[config.mk]
export PLATFORM = sky130hd
export DESIGN_NAME = axi_bus_rd_arbiter_flat
export DESIGN_NICKNAME = d
export VERILOG_FILES = /design/src/rtl/axi_bus_pkg.sv /design/src/rtl/axi_bus_rd_arbiter_if.sv /design/src/rtl/rr_arbiter.sv /design/src/rtl/axi_bus_rd_arbiter.sv /design/src/flat_wrapper.sv
export SDC_FILE = /design/constraint.sdc
export NUM_CORES = 1
export LEC_CHECK = 0
export BUFFER_PORTS_ARGS = -buffer_cell sky130_fd_sc_hd__buf_2
export CORE_AREA = 2 2 171 173
export CTS_CLUSTER_DIAMETER = 100
export DETAILED_ROUTE_END_ITERATION = 6
export DIE_AREA = 0 0 173 175
export SLEW_MARGIN = 25
export SYNTH_ARGS = -nofsm -noshare
export SYNTH_HDL_FRONTEND = slang
export SYNTH_SLANG_ARGS = --single-unit
[constraint.sdc]
create_clock -name BUS_CLK -period 3.74 [get_ports BUS_CLK]
set_clock_uncertainty 0.05 [all_clocks]
set_input_delay 0.374 -clock BUS_CLK [delete_from_list [all_inputs] [get_ports BUS_CLK]]
set_output_delay 0.374 -clock BUS_CLK [all_outputs]
set_load 0.02 [all_outputs]
[src/rtl/axi_bus_pkg.sv]
// Shared definitions for the bus-side AXI read/write arbiters.
// Contents:
//   - field widths: master ID, address, data, burst length, burst type, response
//   - prefix_id(): forms a slave-side ID from {master index, master ID}
package axi_bus_pkg;

    localparam int MID_W     = 2;            // master-side ID width
    localparam int SID_W     = MID_W + 2;    // slave-side ID width for the default 4 masters
    localparam int ADDR_W    = 32;
    localparam int DATA_W    = 32;
    localparam int LEN_W     = 8;
    localparam int BURST_W   = 2;
    localparam int RESP_W    = 2;
    localparam int CNT_W     = 8;            // outstanding-burst counter width
    localparam int IDX_MAX_W = 8;            // widest master index prefix_id accepts

    // The caller keeps the low (index width + MID_W) bits of the result.
    function automatic logic [IDX_MAX_W+MID_W-1:0] prefix_id(
        input logic [IDX_MAX_W-1:0] idx,
        input logic [MID_W-1:0]     id
    );
        return {idx, id};
    endfunction

endpackage

[src/rtl/axi_bus_rd_arbiter_if.sv]
// Read-channel bundle between the per-master bridges, the arbiter and the
// bus-side slave read port.
// Modports:
//   slave  - arbiter view: takes master AR / slave R, drives master R / slave AR
//   master - environment view: the mirror image of slave
// Handshake: every channel transfers one item on a cycle where VALID and READY
// are both high; VALID, once raised, is held with stable payload until READY.
interface axi_bus_rd_arbiter_if
    import axi_bus_pkg::*;
#(
    parameter int M_WIDTH = 2
);
    localparam int NM    = 1 << M_WIDTH;
    localparam int S_IDW = M_WIDTH + MID_W;

    logic [NM-1:0][MID_W-1:0]   M_B_RD_ADDR_ID;
    logic [NM-1:0][ADDR_W-1:0]  M_B_RD_ADDR;
    logic [NM-1:0][LEN_W-1:0]   M_B_RD_ADDR_LEN;
    logic [NM-1:0][BURST_W-1:0] M_B_RD_ADDR_BURST;
    logic [NM-1:0]              M_B_RD_ADDR_VALID;
    logic [NM-1:0]              M_B_RD_ADDR_READY;
    logic [NM-1:0][MID_W-1:0]   M_B_RD_BACK_ID;
    logic [NM-1:0][DATA_W-1:0]  M_B_RD_DATA;
    logic [NM-1:0][RESP_W-1:0]  M_B_RD_DATA_RESP;
    logic [NM-1:0]              M_B_RD_DATA_LAST;
    logic [NM-1:0]              M_B_RD_DATA_VALID;
    logic [NM-1:0]              M_B_RD_DATA_READY;

    logic [S_IDW-1:0]           S_B_RD_ADDR_ID;
    logic [ADDR_W-1:0]          S_B_RD_ADDR;
    logic [LEN_W-1:0]           S_B_RD_ADDR_LEN;
    logic [BURST_W-1:0]         S_B_RD_ADDR_BURST;
    logic                       S_B_RD_ADDR_VALID;
    logic                       S_B_RD_ADDR_READY;
    logic [S_IDW-1:0]           S_B_RD_BACK_ID;
    logic [DATA_W-1:0]          S_B_RD_DATA;
    logic [RESP_W-1:0]          S_B_RD_DATA_RESP;
    logic                       S_B_RD_DATA_LAST;
    logic                       S_B_RD_DATA_VALID;
    logic                       S_B_RD_DATA_READY;

    modport slave (
        input  M_B_RD_ADDR_ID, M_B_RD_ADDR, M_B_RD_ADDR_LEN, M_B_RD_ADDR_BURST,
               M_B_RD_ADDR_VALID, M_B_RD_DATA_READY,
               S_B_RD_ADDR_READY, S_B_RD_BACK_ID, S_B_RD_DATA, S_B_RD_DATA_RESP,
               S_B_RD_DATA_LAST, S_B_RD_DATA_VALID,
        output M_B_RD_ADDR_READY, M_B_RD_BACK_ID, M_B_RD_DATA, M_B_RD_DATA_RESP,
               M_B_RD_DATA_LAST, M_B_RD_DATA_VALID,
               S_B_RD_ADDR_ID, S_B_RD_ADDR, S_B_RD_ADDR_LEN, S_B_RD_ADDR_BURST,
               S_B_RD_ADDR_VALID, S_B_RD_DATA_READY
    );

    modport master (
        output M_B_RD_ADDR_ID, M_B_RD_ADDR, M_B_RD_ADDR_LEN, M_B_RD_ADDR_BURST,
               M_B_RD_ADDR_VALID, M_B_RD_DATA_READY,
               S_B_RD_ADDR_READY, S_B_RD_BACK_ID, S_B_RD_DATA, S_B_RD_DATA_RESP,
               S_B_RD_DATA_LAST, S_B_RD_DATA_VALID,
        input  M_B_RD_ADDR_READY, M_B_RD_BACK_ID, M_B_RD_DATA, M_B_RD_DATA_RESP,
               M_B_RD_DATA_LAST, M_B_RD_DATA_VALID,
               S_B_RD_ADDR_ID, S_B_RD_ADDR, S_B_RD_ADDR_LEN, S_B_RD_ADDR_BURST,
               S_B_RD_ADDR_VALID, S_B_RD_DATA_READY
    );

endinterface

[src/rtl/rr_arbiter.sv]
// Round-robin arbiter over 2**W requesters.
// Ports:
//   clk_i, rst_i - clock, asynchronous active-high reset
//   req_i        - request vector
//   en_i         - a grant may be issued this cycle
//   gnt_o        - one-hot grant (zero when disabled or no request)
//   idx_o        - index of the winner (valid when hs_o)
//   hs_o         - a grant was issued, i.e. a handshake happens
//   ptr_o        - current priority pointer (observability)
// The search starts at the pointer and wraps; after a grant the pointer moves
// to one past the winner, and it holds when nothing is granted.
module rr_arbiter #(
    parameter int W = 2
) (
    input  logic                clk_i,
    input  logic                rst_i,
    input  logic [(1<<W)-1:0]   req_i,
    input  logic                en_i,
    output logic [(1<<W)-1:0]   gnt_o,
    output logic [W-1:0]        idx_o,
    output logic                hs_o,
    output logic [W-1:0]        ptr_o
);
    localparam int N = 1 << W;

    logic [W-1:0] ptr_q, ptr_d;
    logic [W-1:0] cand;
    logic         found;

    always_comb begin
        idx_o = '0;
        found = 1'b0;
        cand  = '0;
        for (int k = 0; k < N; k++) begin
            cand = ptr_q + W'(k);   // wraps naturally because N == 2**W
            if (!found && req_i[cand]) begin
                idx_o = cand;
                found = 1'b1;
            end
        end
        hs_o  = en_i && found;
        gnt_o = hs_o ? (N'(1) << idx_o) : '0;
        ptr_d = hs_o ? idx_o + W'(1) : ptr_q;
    end

    always_ff @(posedge clk_i or posedge rst_i) begin
        if (rst_i) ptr_q <= '0;
        else       ptr_q <= ptr_d;
    end

    assign ptr_o = ptr_q;

endmodule

[src/rtl/axi_bus_rd_arbiter.sv]
// Bus-side read-channel arbiter: merges 2**M_WIDTH master AR channels into one
// registered slave AR channel (round-robin), widens the ID with the master
// index, routes R beats back by ID and caps outstanding bursts at MAX_OUT.
// Ports:
//   BUS_CLK, BUS_RST - bus clock, asynchronous active-high reset
//   bus              - read-channel bundle (slave modport)
//   dbg_rr_ptr_o     - round-robin pointer
//   dbg_out_cnt_o    - accepted-but-not-completed burst count
module axi_bus_rd_arbiter
    import axi_bus_pkg::*;
#(
    parameter int M_WIDTH = 2,
    parameter int MAX_OUT = 8
) (
    input  logic                 BUS_CLK,
    input  logic                 BUS_RST,
    axi_bus_rd_arbiter_if.slave  bus,
    output logic [M_WIDTH-1:0]   dbg_rr_ptr_o,
    output logic [CNT_W-1:0]     dbg_out_cnt_o
);
    localparam int NM    = 1 << M_WIDTH;
    localparam int S_IDW = M_WIDTH + MID_W;

    // AR output slot
    logic               s_valid_q, s_valid_d;
    logic [S_IDW-1:0]   s_id_q, s_id_d;
    logic [ADDR_W-1:0]  s_addr_q, s_addr_d;
    logic [LEN_W-1:0]   s_len_q, s_len_d;
    logic [BURST_W-1:0] s_burst_q, s_burst_d;
    logic [CNT_W-1:0]   out_cnt_q, out_cnt_d;

    logic                      slot_free, can_accept, ar_hs;
    logic [NM-1:0]             gnt;
    logic [M_WIDTH-1:0]        win_idx;
    logic [IDX_MAX_W+MID_W-1:0] sid_full;
    logic [M_WIDTH-1:0]        r_idx;
    logic                      s_rready, r_done, dec;

    // The slot can take a new request when empty or being drained this cycle.
    assign slot_free  = !s_valid_q || bus.S_B_RD_ADDR_READY;
    assign can_accept = !BUS_RST && slot_free && (out_cnt_q < CNT_W'(MAX_OUT));

    rr_arbiter #(.W(M_WIDTH)) u_rr (
        .clk_i (BUS_CLK),
        .rst_i (BUS_RST),
        .req_i (bus.M_B_RD_ADDR_VALID),
        .en_i  (can_accept),
        .gnt_o (gnt),
        .idx_o (win_idx),
        .hs_o  (ar_hs),
        .ptr_o (dbg_rr_ptr_o)
    );

    assign bus.M_B_RD_ADDR_READY = gnt;
    assign sid_full = prefix_id(IDX_MAX_W'(win_idx), bus.M_B_RD_ADDR_ID[win_idx]);

    always_comb begin
        s_valid_d = s_valid_q;
        s_id_d    = s_id_q;
        s_addr_d  = s_addr_q;
        s_len_d   = s_len_q;
        s_burst_d = s_burst_q;
        if (ar_hs) begin
            s_valid_d = 1'b1;
            s_id_d    = sid_full[S_IDW-1:0];
            s_addr_d  = bus.M_B_RD_ADDR[win_idx];
            s_len_d   = bus.M_B_RD_ADDR_LEN[win_idx];
            s_burst_d = bus.M_B_RD_ADDR_BURST[win_idx];
        end else if (bus.S_B_RD_ADDR_READY) begin
            s_valid_d = 1'b0;   // drained with no refill
        end
    end

    // R routing: select the owning master from the index bits of the ID.
    assign r_idx    = bus.S_B_RD_BACK_ID[S_IDW-1:MID_W];
    assign s_rready = bus.M_B_RD_DATA_READY[r_idx];
    assign bus.S_B_RD_DATA_READY = s_rready;

    always_comb begin
        bus.M_B_RD_DATA_VALID        = '0;
        bus.M_B_RD_DATA_VALID[r_idx] = bus.S_B_RD_DATA_VALID;
        for (int i = 0; i < NM; i++) begin
            bus.M_B_RD_BACK_ID[i]   = bus.S_B_RD_BACK_ID[MID_W-1:0];
            bus.M_B_RD_DATA[i]      = bus.S_B_RD_DATA;
            bus.M_B_RD_DATA_RESP[i] = bus.S_B_RD_DATA_RESP;
            bus.M_B_RD_DATA_LAST[i] = bus.S_B_RD_DATA_LAST;
        end
    end

    // Outstanding bursts; a stray LAST with nothing outstanding is ignored.
    assign r_done = bus.S_B_RD_DATA_VALID && s_rready && bus.S_B_RD_DATA_LAST;
    assign dec    = r_done && (out_cnt_q != '0);

    always_comb begin
        out_cnt_d = out_cnt_q;
        if (ar_hs && !dec)      out_cnt_d = out_cnt_q + CNT_W'(1);
        else if (!ar_hs && dec) out_cnt_d = out_cnt_q - CNT_W'(1);
    end

    always_ff @(posedge BUS_CLK or posedge BUS_RST) begin
        if (BUS_RST) begin
            s_valid_q <= 1'b0;
            s_id_q    <= '0;
            s_addr_q  <= '0;
            s_len_q   <= '0;
            s_burst_q <= '0;
            out_cnt_q <= '0;
        end else begin
            s_valid_q <= s_valid_d;
            s_id_q    <= s_id_d;
            s_addr_q  <= s_addr_d;
            s_len_q   <= s_len_d;
            s_burst_q <= s_burst_d;
            out_cnt_q <= out_cnt_d;
        end
    end

    assign bus.S_B_RD_ADDR_VALID = s_valid_q;
    assign bus.S_B_RD_ADDR_ID    = s_id_q;
    assign bus.S_B_RD_ADDR       = s_addr_q;
    assign bus.S_B_RD_ADDR_LEN   = s_len_q;
    assign bus.S_B_RD_ADDR_BURST = s_burst_q;
    assign dbg_out_cnt_o         = out_cnt_q;

endmodule

[src/flat_wrapper.sv]
// flat-port wrapper written by rule: the top's interface ports become plain ports
module axi_bus_rd_arbiter_flat import axi_bus_pkg::*;
#(
    parameter int M_WIDTH = 2,
    parameter int MAX_OUT = 8
)
  (BUS_CLK, BUS_RST, dbg_rr_ptr_o, dbg_out_cnt_o, bus_M_B_RD_ADDR_ID, bus_M_B_RD_ADDR, bus_M_B_RD_ADDR_LEN, bus_M_B_RD_ADDR_BURST, bus_M_B_RD_ADDR_VALID, bus_M_B_RD_DATA_READY, bus_S_B_RD_ADDR_READY, bus_S_B_RD_BACK_ID, bus_S_B_RD_DATA, bus_S_B_RD_DATA_RESP, bus_S_B_RD_DATA_LAST, bus_S_B_RD_DATA_VALID, bus_M_B_RD_ADDR_READY, bus_M_B_RD_BACK_ID, bus_M_B_RD_DATA, bus_M_B_RD_DATA_RESP, bus_M_B_RD_DATA_LAST, bus_M_B_RD_DATA_VALID, bus_S_B_RD_ADDR_ID, bus_S_B_RD_ADDR, bus_S_B_RD_ADDR_LEN, bus_S_B_RD_ADDR_BURST, bus_S_B_RD_ADDR_VALID, bus_S_B_RD_DATA_READY);
  axi_bus_rd_arbiter_if #(.M_WIDTH(M_WIDTH)) bus_i ();
  input  logic BUS_CLK;
  input  logic BUS_RST;
  output logic [M_WIDTH-1:0] dbg_rr_ptr_o;
  output logic [CNT_W-1:0] dbg_out_cnt_o;
  input wire logic [$bits(bus_i.M_B_RD_ADDR_ID)-1:0] bus_M_B_RD_ADDR_ID;
  input wire logic [$bits(bus_i.M_B_RD_ADDR)-1:0] bus_M_B_RD_ADDR;
  input wire logic [$bits(bus_i.M_B_RD_ADDR_LEN)-1:0] bus_M_B_RD_ADDR_LEN;
  input wire logic [$bits(bus_i.M_B_RD_ADDR_BURST)-1:0] bus_M_B_RD_ADDR_BURST;
  input wire logic [$bits(bus_i.M_B_RD_ADDR_VALID)-1:0] bus_M_B_RD_ADDR_VALID;
  input wire logic [$bits(bus_i.M_B_RD_DATA_READY)-1:0] bus_M_B_RD_DATA_READY;
  input wire logic [$bits(bus_i.S_B_RD_ADDR_READY)-1:0] bus_S_B_RD_ADDR_READY;
  input wire logic [$bits(bus_i.S_B_RD_BACK_ID)-1:0] bus_S_B_RD_BACK_ID;
  input wire logic [$bits(bus_i.S_B_RD_DATA)-1:0] bus_S_B_RD_DATA;
  input wire logic [$bits(bus_i.S_B_RD_DATA_RESP)-1:0] bus_S_B_RD_DATA_RESP;
  input wire logic [$bits(bus_i.S_B_RD_DATA_LAST)-1:0] bus_S_B_RD_DATA_LAST;
  input wire logic [$bits(bus_i.S_B_RD_DATA_VALID)-1:0] bus_S_B_RD_DATA_VALID;
  output wire logic [$bits(bus_i.M_B_RD_ADDR_READY)-1:0] bus_M_B_RD_ADDR_READY;
  output wire logic [$bits(bus_i.M_B_RD_BACK_ID)-1:0] bus_M_B_RD_BACK_ID;
  output wire logic [$bits(bus_i.M_B_RD_DATA)-1:0] bus_M_B_RD_DATA;
  output wire logic [$bits(bus_i.M_B_RD_DATA_RESP)-1:0] bus_M_B_RD_DATA_RESP;
  output wire logic [$bits(bus_i.M_B_RD_DATA_LAST)-1:0] bus_M_B_RD_DATA_LAST;
  output wire logic [$bits(bus_i.M_B_RD_DATA_VALID)-1:0] bus_M_B_RD_DATA_VALID;
  output wire logic [$bits(bus_i.S_B_RD_ADDR_ID)-1:0] bus_S_B_RD_ADDR_ID;
  output wire logic [$bits(bus_i.S_B_RD_ADDR)-1:0] bus_S_B_RD_ADDR;
  output wire logic [$bits(bus_i.S_B_RD_ADDR_LEN)-1:0] bus_S_B_RD_ADDR_LEN;
  output wire logic [$bits(bus_i.S_B_RD_ADDR_BURST)-1:0] bus_S_B_RD_ADDR_BURST;
  output wire logic [$bits(bus_i.S_B_RD_ADDR_VALID)-1:0] bus_S_B_RD_ADDR_VALID;
  output wire logic [$bits(bus_i.S_B_RD_DATA_READY)-1:0] bus_S_B_RD_DATA_READY;
  assign bus_i.M_B_RD_ADDR_ID = bus_M_B_RD_ADDR_ID;
  assign bus_i.M_B_RD_ADDR = bus_M_B_RD_ADDR;
  assign bus_i.M_B_RD_ADDR_LEN = bus_M_B_RD_ADDR_LEN;
  assign bus_i.M_B_RD_ADDR_BURST = bus_M_B_RD_ADDR_BURST;
  assign bus_i.M_B_RD_ADDR_VALID = bus_M_B_RD_ADDR_VALID;
  assign bus_i.M_B_RD_DATA_READY = bus_M_B_RD_DATA_READY;
  assign bus_i.S_B_RD_ADDR_READY = bus_S_B_RD_ADDR_READY;
  assign bus_i.S_B_RD_BACK_ID = bus_S_B_RD_BACK_ID;
  assign bus_i.S_B_RD_DATA = bus_S_B_RD_DATA;
  assign bus_i.S_B_RD_DATA_RESP = bus_S_B_RD_DATA_RESP;
  assign bus_i.S_B_RD_DATA_LAST = bus_S_B_RD_DATA_LAST;
  assign bus_i.S_B_RD_DATA_VALID = bus_S_B_RD_DATA_VALID;
  assign bus_M_B_RD_ADDR_READY = bus_i.M_B_RD_ADDR_READY;
  assign bus_M_B_RD_BACK_ID = bus_i.M_B_RD_BACK_ID;
  assign bus_M_B_RD_DATA = bus_i.M_B_RD_DATA;
  assign bus_M_B_RD_DATA_RESP = bus_i.M_B_RD_DATA_RESP;
  assign bus_M_B_RD_DATA_LAST = bus_i.M_B_RD_DATA_LAST;
  assign bus_M_B_RD_DATA_VALID = bus_i.M_B_RD_DATA_VALID;
  assign bus_S_B_RD_ADDR_ID = bus_i.S_B_RD_ADDR_ID;
  assign bus_S_B_RD_ADDR = bus_i.S_B_RD_ADDR;
  assign bus_S_B_RD_ADDR_LEN = bus_i.S_B_RD_ADDR_LEN;
  assign bus_S_B_RD_ADDR_BURST = bus_i.S_B_RD_ADDR_BURST;
  assign bus_S_B_RD_ADDR_VALID = bus_i.S_B_RD_ADDR_VALID;
  assign bus_S_B_RD_DATA_READY = bus_i.S_B_RD_DATA_READY;
  axi_bus_rd_arbiter #(.M_WIDTH(M_WIDTH), .MAX_OUT(MAX_OUT)) u_core (.BUS_CLK(BUS_CLK), .BUS_RST(BUS_RST), .bus(bus_i), .dbg_rr_ptr_o(dbg_rr_ptr_o), .dbg_out_cnt_o(dbg_out_cnt_o));
endmodule
; Word level (Yosys, flattened, before mapping)
; Index checks and enable logic that the tools add are counted.
[word_totals]
register_bits = 57
in_bits = 227
out_inout_bits = 214
wordCells = 79
[op_classes]
add_sub_neg = 6
magnitude_cmp = 8
shift = 1
n_mux = 33
bitwise = 1
reduce_logical = 23
[op_table]
columns = op, n
row1 = binary-select mux 32 bit (select 2 bit), 1
row2 = two-way mux 32 bit, 1
row3 = two-way mux 8 bit, 3
row4 = < comparator 2 x 3 -> 1 bit (second input constant), 6
row5 = binary-select mux 8 bit (select 2 bit), 1
row6 = logical AND 1 bit, 12
row7 = two-way mux 1 bit, 12
row8 = two-way mux 2 bit, 6
row9 = binary-select mux 1 bit (select 2 bit), 5
row10 = adder 8 x 1 -> 8 bit (second input constant), 1
row11 = binary-select mux 2 bit (select 2 bit), 2
row12 = < comparator 8 x 4 -> 1 bit (second input constant), 1
row13 = nonzero test 8 bit, 1
row14 = subtractor 8 x 1 -> 8 bit (second input constant), 1
row15 = logical NOT 1 bit, 7
row16 = adder 2 x 1 -> 2 bit (second input constant), 2
row17 = adder 2 bit (second input constant), 2
row18 = AND 4 bit, 1
row19 = two-way mux 4 bit, 1
row20 = nonzero test 2 bit, 2
row21 = << shifter 1 x 2 -> 4 bit (first input constant), 1
row22 = demux 1 bit (select 2 bit), 1
row23 = greater-or-equal comparator 2 x 1 -> 1 bit (second input constant), 1
row24 = logical OR 1 bit, 1

; Depth between registers and ports, before layout
[depth]
depth_word = 17
depth_mapped = 13
mapped_depth_nobuf = 12

; Hierarchy
; From an unflattened synthesis, not the netlist that was laid out.
[unflattened]
cells_unflattened = 405
hier_area_um2 = 5018.6
[modules_own_cells]
columns = module, n_inst, cells_per_inst, area_each_um2, seq_area_each_um2
row1 = axi_bus_rd_arbiter, 1, 379, 4799.6, 1376.3
row2 = rr_arbiter, 1, 26, 219.0, 50.0

; Worst setup path before layout
; Ideal clock, no wire load.
[synth_path]
path_type = register to register
start = reg u_core.out_cnt_q[3], in the netlist u_core.dbg_out_cnt_o[3]
end = reg u_core.out_cnt_q[6], in the netlist u_core.dbg_out_cnt_o[6]
setup_time_ns = 0.069
arrival_ns = 3.105
required_time_ns = 3.621
path_slack_ns = 0.516
path_stages_with_launch = 14
cell_sequence = dfrtp_1 nor3_2 nand2_1 or4_1 buf_4 clkinv_8 ha_1 inv_1 fa_1 a21o_1 a21oi_1 nor2b_1 or4_1 nand3_1
[synth_via]
elab_chain_len = 6
word_cells_on_any_way = 14
cone_classes = add/sub: 2 / order compare: 1 / mux: 2 / reduce/logical: 9
[synth_lines]
columns = element, line_no
row1 = "start, declared", axi_bus_rd_arbiter.sv:30  ; logic [CNT_W-1:0] out_cnt_q, out_cnt_d;
row2 = "start signal, assigned", axi_bus_rd_arbiter.sv:114  ; out_cnt_q <= out_cnt_d;
row3 = < comparator 8 x 4 -> 1 bit (*), axi_bus_rd_arbiter.sv:41  ; assign can_accept = !BUS_RST && slot_free && (out_cnt_q < CNT_W'(MAX_OUT));
row4 = logical AND 1 bit (*), axi_bus_rd_arbiter.sv:41
row5 = logical AND 1 bit (*), rr_arbiter.sv:41  ; hs_o = en_i && found;
row6 = net u_core.ar_hs, axi_bus_rd_arbiter.sv:32  ; logic slot_free, can_accept, ar_hs;
row7 = logical NOT 1 bit, axi_bus_rd_arbiter.sv:97  ; else if (!ar_hs && dec) out_cnt_d = out_cnt_q - CNT_W'(1);
row8 = logical AND 1 bit, axi_bus_rd_arbiter.sv:97
row9 = nonzero test 2 bit (no source line), -
; The timed path passes the listed nets; every way through them passes the cells marked *. The select of a mux whose other input is x is not followed.
; A chain may end at the register's enable or synchronous reset.

; Final worst setup path
; Ends and elaborated chain as after synthesis.

==> flow_metrics.py <==
metrics = {
    "clocking": {
        "cts.repair_timing.setup_buffer_count": 0,
        "htreeDepth": 3,
        "cts.clk_slew.worst_paths_ns": 0.06,
        "cts_tree": "done",
        "clkLatencyLatePin_ns": 0.33,
        "total_clock_buffers_created_by_cts": 9,
        "clkSinkCount": 57,
        "cts-root-buf": "sky130_fd_sc_hd__clkbuf_16",
        "cts_resized": 0,
        "worst_case_clock_buffer_depth": 2,
        "holdBufCountCts": 0,
    },
    "timing": {
        "final-hold-violation-count": 0,
        "grt_setup_unrepaired": "no",
        "final_max_slew_viol_count": 0,
        "min_period_over_period": 0.925,
        "timing.fmax_mhz": 289,
        "slew-limit-headroom": 0.424,
        "actual_slew_at_the_worst_max_slew_pin_ns": 0.864,
        "fin_hold_ws_ns": 0.130,
        "finalSetupViolations": 0,
        "fin_tns_setup_ns": 0,
        "finalCriticalPeriod_ns": 3.46,
    },
    "placed_design": {
        "place_hpwl_microns": 11700,
        "numPortBuffers": 260,
        "gp_congestion": 0.787,
        "numPlacedInstances": 980,
    },
    "global_route": {
        "grt_first_pass_wirelength_microns": 23400,
        "grt_util_all_layers": 0.100,
        "gr-total-overflow": 0,
        "grt_antenna_before_repair": 0,
        "grt_max_degree": 70,
        "first_global_vias": 4142,
    },
    "routing": {
        "vias_per_cell": 3.93,
        "drt_first_iter_violations": 102,
        "post_detailed_routing_wire_length_microns": 15500,
        "drt_pre_antenna_iters": 4,
        "routed-via-count": 3911,
        "postRouteAntennaNets": 0,
        "drc_errors": 0,
        "routedWlPerCell_microns": 15.6,
    },
    "setup_path": {
        "cp-start-kind": "flop",
        "crit_path_end_kind": "flop",
        "setup.reg_to_reg.worst_slack_ns": 0.28,
        "critPathKind": "reg -> reg",
        "critical_path_required_ns": 3.96,
        "critPathArrivalTime_ns": 3.68,
        "critical_path.max_fanout": 9,
    },
    "cells_and_area": {
        "num-nets-final": 846,
        "drive_above_1_share": 0.547,
        "syn_to_final_growth_pct": 17.3,
        "post-route-util": 0.211,
        "finish.cell_count_without_fillers": 995,
        "fillers": 3135,
        "layout.area.seq_sq_mm": 0.00143,
        "multi_input_area_sq_mm": 0.00237,
        "ant_diodes": 0,
    },
    "yosys": {
        "synth-async-reset-ratio": 1.00,
        "ys_dominant_reg_cell": "sky130_fd_sc_hd__dfrtp_1",
        "ys_seq_area_frac": 0.280,
        "ys_warn_count": 0,
        "yosys_top_cell_area_share": 0.280,
        "ys_ff_latch": 57,
        "mappedNetlistArea_sq_mm": 0.00510,
        "syn_nets": 743,
        "post_synth_inst_count": 504,
        "synth_top_cells_by_area": "sky130_fd_sc_hd__dfrtp_1 28%, sky130_fd_sc_hd__buf_4 22%, sky130_fd_sc_hd__mux2i_1 17%",
        "number_of_enable_flip_flop_cells_after_synthesis": 0,
        "syn_area_per_cell_sq_um": 10.1,
        "synth.lib_cells_used.distinct": 44,
        "yosys.area.top_type": "sky130_fd_sc_hd__dfrtp_1",
    },
    "die": {
        "design.die.area_sq_mm": 0.0303,
        "die_y_microns": 175,
        "die_w_microns": 173,
        "design.core.area_sq_mm": 0.0284,
        "floorplan.io_pins": 441,
        "initial_utilization": 0.179,
        "rows": 62,
    },
    "power_and_ir_drop": {
        "p_per_area_mw_per_mm2": 706,
        "max_vdd_drop_mv": 0.456,
        "power_switching_uw": 1840,
        "combinationalPowerShare": 0.540,
        "power.clock.fraction": 0.207,
        "post-layout-total-power_uw": 4220,
        "sw_frac_of_total": 0.437,
        "power.leakage_uw": 0.00300,
        "internal_power_uw": 2380,
        "power_frac_seq": 0.253,
    },
    "job": {
        "drv_cap": 0,
    },
    "worst_hold_path": {
        "worst_hold_class": "in -> async",
    },
    "run_status": {
        "result_of_the_run": "finished, final reports clean",
    },
}
-- cell type report --
| class | instances | share of cell area |
|---|---|---|
| Clock buffer | 11 | 0.0423 |
| Clock inverter | 4 | 0.00879 |
| Inverter | 7 | 0.00649 |
| Multi-Input combinational cell | 267 | 0.397 |
| Sequential cell | 57 | 0.239 |
| Tap cell | 384 | 0.0804 |
| Timing Repair Buffer | 265 | 0.226 |
-- placed cells by master (no fill, tap or decap), types with 2 or more instances in the layout --
| master | Yosys | final |
|---|---|---|
| sky130_fd_sc_hd__o221ai_1 | 3 | 3 |
| sky130_fd_sc_hd__buf_2 | 10 | 260 |
| sky130_fd_sc_hd__ha_1 | 11 | 11 |
| sky130_fd_sc_hd__o21ai_0 | 8 | 8 |
| sky130_fd_sc_hd__clkbuf_8 | 0 | 2 |
| sky130_fd_sc_hd__a21oi_1 | 7 | 7 |
| sky130_fd_sc_hd__dfrtp_1 | 57 | 57 |
| sky130_fd_sc_hd__o221ai_2 | 41 | 41 |
| sky130_fd_sc_hd__a21o_1 | 3 | 3 |
| sky130_fd_sc_hd__clkbuf_16 | 0 | 9 |
| sky130_fd_sc_hd__nor3_1 | 2 | 2 |
| sky130_fd_sc_hd__nor4_1 | 3 | 3 |
| sky130_fd_sc_hd__nand2b_1 | 4 | 4 |
| sky130_fd_sc_hd__inv_1 | 6 | 4 |
| sky130_fd_sc_hd__xnor2_1 | 2 | 2 |
| sky130_fd_sc_hd__mux2i_1 | 88 | 88 |
| sky130_fd_sc_hd__clkinvlp_4 | 0 | 3 |
| sky130_fd_sc_hd__or4_1 | 3 | 2 |
| sky130_fd_sc_hd__nand4_1 | 2 | 2 |
| sky130_fd_sc_hd__nor2_1 | 6 | 6 |
| sky130_fd_sc_hd__xor2_1 | 4 | 4 |
| sky130_fd_sc_hd__buf_4 | 152 | 4 |
| sky130_fd_sc_hd__inv_2 | 0 | 2 |
| sky130_fd_sc_hd__and2_1 | 4 | 4 |
| sky130_fd_sc_hd__nor2b_1 | 3 | 3 |
| sky130_fd_sc_hd__nand2_1 | 54 | 54 |
-- Yosys cell counts (all sizes together), types with 2 or more instances --
cell type and n:
xor2 4, inv 6, a21oi 7, a211oi 2, ha 11, nand2b 4
buf 170, o21ai 8, nor3 3, o221ai 44, xnor2 2, nor4 3
nand2 56, or4 3, a21o 3, clkbuf 3, nor2b 3, mux2i 88
nand4 2, dfrtp 57, and2 4, nor2 6
-- worst max-delay path: stages (launching register included) --
cell and delay (ns):
sky130_fd_sc_hd__dfrtp_1 0.42, sky130_fd_sc_hd__nor3_2 0.20, sky130_fd_sc_hd__nand2_1 0.09, sky130_fd_sc_hd__or4_2 0.75
sky130_fd_sc_hd__clkinv_8 0.12, sky130_fd_sc_hd__ha_1 0.21, sky130_fd_sc_hd__inv_2 0.11, sky130_fd_sc_hd__fa_1 0.41
sky130_fd_sc_hd__a21o_1 0.17, sky130_fd_sc_hd__a21oi_1 0.21, sky130_fd_sc_hd__nor2b_1 0.10, sky130_fd_sc_hd__or4_1 0.47
sky130_fd_sc_hd__nand3_1 0.09
-- flip-flops by register name (all words and copies together) (netlist names) --
register	flops
u_core.bus.S_B_RD_ADDR	32
u_core.bus.S_B_RD_ADDR_BURST	2
u_core.bus.S_B_RD_ADDR_ID	4
u_core.bus.S_B_RD_ADDR_LEN	8
u_core.bus.S_B_RD_ADDR_VALID	1
u_core.dbg_out_cnt_o	8
u_core.u_rr.ptr_o	2
-- power by group through the flow --
stage | sequential (uW) | clock [uW] | combinational (uW)
global route | 1110 | 948 | 2500
floorplan | 1390 | 0 | 1540
global placement | 1070 | 0 | 2270
detailed placement | 1070 | 0 | 2310
finish | 1070 | 874 | 2280
CTS | 1070 | 921 | 2310
-- stage by stage --
step | area, sq um | setup WS [ns]
detailed placement | 5670 | 0.225
finish | 5980 | 0.280
global route | 5980 | 0.0666
floorplan | 5100 | 0.516
CTS | 5980 | 0.206
global placement | 5670 | 0.276
-- kinds of logic after synthesis --
| logic type | share of synthesized area |
|---|---|
| mux | 0.179 |
| flops | 0.280 |
| compound gates | 0.158 |
| simple gates | 0.0849 |
| fa+ha+maj | 0.0309 |
| xor+xnor | 0.0103 |
| buf+inv | 0.257 |
-- worst paths after layout --
check | cells after the start | endpoint | start
max | 12 | u_core.dbg_out_cnt_o[6]$_DFFE_PP0P_ | u_core.dbg_out_cnt_o[3]$_DFFE_PP0P_
min | 2 | u_core.dbg_out_cnt_o[5]$_DFFE_PP0P_ | BUS_RST
max reg2reg | 12 | u_core.dbg_out_cnt_o[6]$_DFFE_PP0P_ | u_core.dbg_out_cnt_o[3]$_DFFE_PP0P_
min reg2reg | 2 | u_core.bus.S_B_RD_ADDR[17]$_DFFE_PP0P_ | u_core.bus.S_B_RD_ADDR[17]$_DFFE_PP0P_
max in group asynchronous | 3 | u_core.bus.S_B_RD_ADDR[17]$_DFFE_PP0P_ | BUS_RST
min in group BUS_CLK | 3 | u_core.bus.S_B_RD_ADDR[27]$_DFFE_PP0P_ | bus_M_B_RD_ADDR[91]
-- metal layers --
layer	wire length [microns]	GRT usage	share of wire
met1	6090	0.110	0.39
met2	7300	0.165	0.47
met3	1440	0.0424	0.093
met4	642	0.0519	0.041
met5	0	0	0
Note: power is estimated with default switching activity, not from simulation.
